## src/rtl/wb_regfile.sv

```systemverilog
// Write-back stage and 32-entry architectural register file of the MIPS pipeline.
// Two combinational read ports with write-first bypass, plus a commit counter.
module wb_regfile #(
  parameter int NREG = 32,
  parameter int DW   = 32
) (
  input  logic          clk,
  input  logic          reset,
  input  logic [4:0]    WB_Rd,
  input  logic [DW-1:0] WB_ALUOut,
  input  logic [DW-1:0] WB_Read_Data,
  input  logic          WB_MemtoReg,
  input  logic          WB_RegWrite,
  input  logic [4:0]    ID_Rs,
  input  logic [4:0]    ID_Rt,
  output logic [DW-1:0] ID_ReadData1,
  output logic [DW-1:0] ID_ReadData2,
  output logic [DW-1:0] WB_WriteData,
  output logic          WB_WriteValid,
  output logic [31:0]   WB_CommitCount
);

  logic [DW-1:0] regs [NREG];
  logic [31:0]   commit_count;

  assign WB_WriteData   = WB_MemtoReg ? WB_Read_Data : WB_ALUOut;
  assign WB_WriteValid  = WB_RegWrite && (WB_Rd != 5'd0);
  assign WB_CommitCount = commit_count;

  // Register 0 is never written because WB_WriteValid excludes it.
  always_ff @(posedge clk or negedge reset) begin
    if (!reset) begin
      for (int i = 0; i < NREG; i++) begin
        regs[i] <= '0;
      end
      commit_count <= '0;
    end else if (WB_WriteValid) begin
      regs[WB_Rd]  <= WB_WriteData;
      commit_count <= commit_count + 32'd1;
    end
  end

  // Write-first bypass so ID sees a value committed on this same edge.
  always_comb begin
    ID_ReadData1 = regs[ID_Rs];
    if (ID_Rs == 5'd0) begin
      ID_ReadData1 = '0;
    end else if (WB_WriteValid && (WB_Rd == ID_Rs)) begin
      ID_ReadData1 = WB_WriteData;
    end
  end

  always_comb begin
    ID_ReadData2 = regs[ID_Rt];
    if (ID_Rt == 5'd0) begin
      ID_ReadData2 = '0;
    end else if (WB_WriteValid && (WB_Rd == ID_Rt)) begin
      ID_ReadData2 = WB_WriteData;
    end
  end

endmodule

```

## config.mk

```make
export PLATFORM = sky130hd
export DESIGN_NAME = wb_regfile
export DESIGN_NICKNAME = d
export VERILOG_FILES = /design/src/rtl/wb_regfile.sv
export SDC_FILE = /design/constraint.sdc
export NUM_CORES = 2
export LEC_CHECK = 0
export BUFFER_PORTS_ARGS = -buffer_cell sky130_fd_sc_hd__buf_2
export CAP_MARGIN = 30
export CORE_MARGIN = 8
export CORE_UTILIZATION = 40
export DETAILED_ROUTE_END_ITERATION = 10
export GPL_TIMING_DRIVEN = 0
export PLACE_DENSITY_LB_ADDON = 0.05
export SLEW_MARGIN = 20
export SYNTH_ARGS = -nofsm -noshare
export SYNTH_HDL_FRONTEND = slang
export SYNTH_SLANG_ARGS = --single-unit
export TNS_END_PERCENT = 100
```

## constraint.sdc

```tcl
create_clock -name clk -period 2.6 [get_ports clk]
set_clock_uncertainty 0.05 [all_clocks]
set_input_delay 0.52 -clock clk [delete_from_list [all_inputs] [get_ports clk]]
set_output_delay 0.52 -clock clk [all_outputs]
set_load 0.005 [all_outputs]
```

; Word-level counts from Yosys, hierarchy flattened
; Index checks and enable logic that the tools add are counted.
[word_totals]
regBits = 1056
inputBits = 83
out_inout_bits = 129
elab_cells = 64
[op_classes]
add_sub_neg = 1
n_lt_le_gt_ge = 4
n_eq_ne = 2
muxes = 14
n_bitwise = 3
reduce_logical = 7
[ops]
columns = cell, n
row1 = bitwise mux 1024 bit, 1
row2 = binary-select mux 32 bit (select 5 bit), 2
row3 = two-way mux 32 bit, 10
row4 = demux 32 bit (select 5 bit), 1
row5 = "adder 32 x 1 -> 32 bit, second input constant", 1
row6 = "greater-or-equal comparator 6 bit, second input constant", 3
row7 = NOT 5 -> 6 bit, 3
row8 = equality test 5 bit, 2
row9 = zero test 5 bit, 2
row10 = "less-than comparator 6 x 1 -> 1 bit, second input constant", 1
row11 = nonzero test 5 bit, 1
row12 = logical AND 1 bit, 4

; Logic depth before layout (Yosys ltp)
[logic_depth]
depth_word = 6
mapped_depth = 10
mapped_depth_nobuf = 6

; Least setup slack after synthesis
; No wires, ideal clock.
[synth_timing]
path_kind = input-to-output
startpoint = input port ID_Rt[0]
endpoint = output port ID_ReadData2[10]
arrival_ns = 2.247
required_ns = 2.030
slack_ns = -0.217
path_stages = 7
n_path_buf = 3
path_cell_list = buf_2 > buf_6 > buf_2 > mux4_2 > mux4_2 > o22ai_1 > a211oi_1
[synth_via]
elab_chain_cells = 6
word_cells_on_any_way = 9
cone_classes = eq/ne: 1 / mux: 5 / bitwise: 1 / reduce/logical: 2
[synth_rtl]
columns = element, line
row1 = start: declaration, 15  ; input logic [4:0] ID_Rt,
row2 = NOT 5 -> 6 bit (not written as such), 54  ; ID_ReadData2 = regs[ID_Rt];
row3 = binary-select mux 32 bit (select 5 bit), 54
row4 = two-way mux 32 bit (not written as such) (2 in a row), 54
row5 = two-way mux 32 bit, 57  ; end else if (WB_WriteValid && (WB_Rd == ID_Rt)) begin
row6 = two-way mux 32 bit *, 55  ; if (ID_Rt == 5'd0) begin
row7 = end: declaration, 17  ; output logic [DW-1:0] ID_ReadData2,
; Mark *: on every way between the ends. The rest lies on a longest branch, timed or not. The select of a mux whose other input is x is not followed.

; Worst setup path in the final report
[layout_timing]
startpoint = register regs[40] in the netlist's numbering
endpoint = output port ID_ReadData1[8]
[layout_via]
elab_chain_cells = 5
[layout_rtl]
columns = element, line
row1 = start: declaration, 23  ; logic [DW-1:0] regs [NREG];
row2 = start signal: indexed assignment, 38  ; regs[WB_Rd] <= WB_WriteData;
row3 = binary-select mux 32 bit (select 5 bit), 45  ; ID_ReadData1 = regs[ID_Rs];
row4 = two-way mux 32 bit (not written as such) (2 in a row), 45
row5 = two-way mux 32 bit, 48  ; end else if (WB_WriteValid && (WB_Rd == ID_Rs)) begin
row6 = two-way mux 32 bit, 46  ; if (ID_Rs == 5'd0) begin
row7 = end: declaration, 16  ; output logic [DW-1:0] ID_ReadData1,
; Every way passes these cells. The select of a mux whose other input is x is not followed.

==> results.md <==
- Status: finished, violations left
- Failing checks: setup timing
- Synth unique cells: 71
- Initial drt markers: 7606
- End of the critical path: ID_ReadData1[8]
- Num rows: 136
- Io pins: 212
- Multi-input logic area: 0.0291 mm²
- Via count: 49500
- Final setup TNS: -47210 ps
- CTS Buf Count: 132
- Synth top area cells: dfrtp_1 48%, mux4_2 20%, mux2i_1 5.1%
- Area Growth Syn to Fin: 30.4%
- Synth Flop Type: dfrtp_1
- CTS Root Cell: clkbuf_16
- Global Route Usage Sum: 38.8%
- Slew Limit Fails: 0
- Final worst slack: -1020 ps
- Post-synth EDFFs: 0
- RSZ-0062 raised after global routing: yes
- Vias per cell: 6.60
- ANT nets after route: 0
- Crit path cell chain: mux4_2 > mux4_2 > nor2b_4 > a221o_1 > buf_2
- Routed len/inst: 40.3 µm
- R2r setup slk: 280 ps
- Critical path data arrival time: 3050 ps
- Final Hold Viols: 0
- Slew @ Worst Pin: 1130 ps
- CP Capture Type: output pin
- Share of post-route cells with drive strength above 1: 32.1%
- DR pass1 iterations: 6
- PD cells: 819 mW/mm²
- Crit start category: flip-flop
- Final period util: 139%
- Initial Util: 40.3%
- I/O Buffers: 200
- Detailed Place HPWL: 215000 µm
- CTS clk-pin slew, worst paths: 60 ps
- Total wire length: 303000 µm
- Largest net degree at the start of global routing: 131
- R2R depth: 7
- Synthesized Nets: 5016
- Clock H-tree levels: 4
- Worst skew pair latency: 790 ps
- Critical path buffer and inverter count: 1
- Hold crit path type: in2reg
- Register Area: 0.0264 mm²
- CP top delay family: multiplexers
- Clock sink total: 1056
- Pre-CTS WS: -2550 ps
- Critical-path cell with the highest stage delay: mux4_2
- Vias in the first global route: 46600
- Synth top cells by count: 1056 x dfrtp_1, 558 x nor2_1, 540 x nand2_1
- Crit path required time: 2030 ps
- Fill count: 12200
- Post-Syn Area: 0.0553 mm²
- Maximum clock frequency: 276 MHz
- Relative slew slack: 24.3%
- Final hold slack: 46.9 ps
- Final core occ: 52.5%
- Setup Crit Path Kind: reg2out
- Count of final setup violators: 64
- Largest area contributor in the netlist: dfrtp_1
- Die X: 388 µm
- Leak: 30.5 nW
- Max Buffers Root-to-Sink: 3
- Worst setup path startpoint: regs[40]
- CTS tree: yes
- First-pass GRT wire length: 403000 µm
- Core area: 0.137 mm²
- Share of Yosys cell area claimed by the top area cell type: 47.8%
- FF+latch count, synth: 1056
- DIE HEIGHT: 388 µm
- Final GP Congestion: 1.07
- Sequential element share of the synthesized area: 47.8%
- Total Nets Final: 5678
- Synthesized area per cell: 11.2 µm²
- Synth Instances: 4932
- Ys async rst share: 100%
- Critical path depth in cells: 5
- CP max FO: 3
- GRT overflow: 0
- Area of the die: 0.151 mm²
- Count leader, synth: dfrtp_1
- RR Startpoint: WB_CommitCount[0]
- Fin crit period: 3620 ps
- End of the worst register-to-register path: WB_CommitCount[20]
- Initial antenna violation count: 9
- Max stage delay on crit path: 580 ps
- Max Cap Viol: 0
- CP most frequent cell: mux4_2
- DRC Markers: 0
- Syn. warnings: 0
- Peak supply drop: 0.574 mV
power by group:
part	internal (mW)	switching, mW	total (mW)	leakage, nW
Clock	11.6	7.96	19.6	2.24
Sequential	19.9	2.92	22.8	13.2
Combinational	7.69	9.00	16.7	15.1
how the worst min path moves through the flow:
stage          cells after the start                  to          startpoint  slack [ps]
5_1_grt                            3           regs[414]    WB_Read_Data[30]          50
4_1_cts                            3           regs[403]       WB_ALUOut[19]          40
2_1_floorplan                      0   WB_CommitCount[0]               reset         170
6_report                           3           regs[414]    WB_Read_Data[30]          50
3_5_place_dp                       1  WB_CommitCount[31]  WB_CommitCount[31]         410
3_3_place_gp                       1           regs[993]           regs[993]         400
area by class of cell:
type	instances	area share [%]
clock buffer	196	5.54
sequential	1056	36.6
buffer	523	6.23
tap	1794	3.11
clock inverter	40	0.716
timing repair buffer	533	7.19
multi-input combinational	3304	40.3
inverter	44	0.241
antenna	10	0.0347
kinds of logic after synthesis:
group / count (synthesis) / synth area share (%)
buffers and inverters: 572 / 4.83
xor gates and xnor gates: 41 / 0.649
adders and majority gates: 1 / 0.0226
muxes: 780 / 25.3
AOI/OAI and AO/OA: 1265 / 12.7
DFF: 1056 / 47.8
and+or+nand+nor: 1217 / 8.77
state kept, by name (all words and copies together), names as in the netlist:
signal	flops
regs	1024
WB_CommitCount	32
per-stage QoR:
step	std cells	total power [mW]	area, µm²
2_1_floorplan	4932	30.2	55900
3_3_place_gp	6926	35.6	59100
3_5_place_dp	6959	36.0	59800
4_1_cts	7374	57.5	70100
5_1_grt	7492	60.8	72100
6_report	7500	59.1	72200
what timing repair did:
item / CTS / global route
setup endpoints to repair: 212 / 308
gates cloned: 6 / 10
buffers inserted: 172 / 111
hold endpoints to repair: 79 / 0
pin swaps: 89 / 74
gates resized for setup: 833 / 176
hold buffers: 2 / 0
worst register-to-register path: stages, from the launching register on:
cell and delay, ps:
dfrtp_1 410, ha_1 190, and2_1 130, o2111ai_1 320
or4_1 630, clkbuf_1 210, nor2_1 150, xor2_1 160
per-layer routing:
layer / GRT usage [%] / routed length, µm
met3: 14.9 / 41600
met1: 52.5 / 117000
met2: 53.0 / 123000
met4: 22.0 / 21100
met5: 0 / 176
layout by cell type (no fill, tap or decap), drive strengths merged, types with 6 or more instances in the layout:
cell / n
mux4: 493
nor2: 562
dfrtp: 1056
o22ai: 45
a21oi: 534
o21a: 6
nand2b: 12
o31ai: 6
clkinv: 23
nor2b: 14
nand4: 6
a22oi: 8
a211oi: 48
a221oi: 45
o21ai: 506
clkbuf: 572
inv: 49
diode: 10
nand2: 540
bufinv: 10
buf: 679
xor2: 18
nand3: 26
mux2i: 282
a31o: 7
and2: 8
a221o: 22
xnor2: 23
nor3: 14
Note: power is estimated with default switching activity, not from simulation.
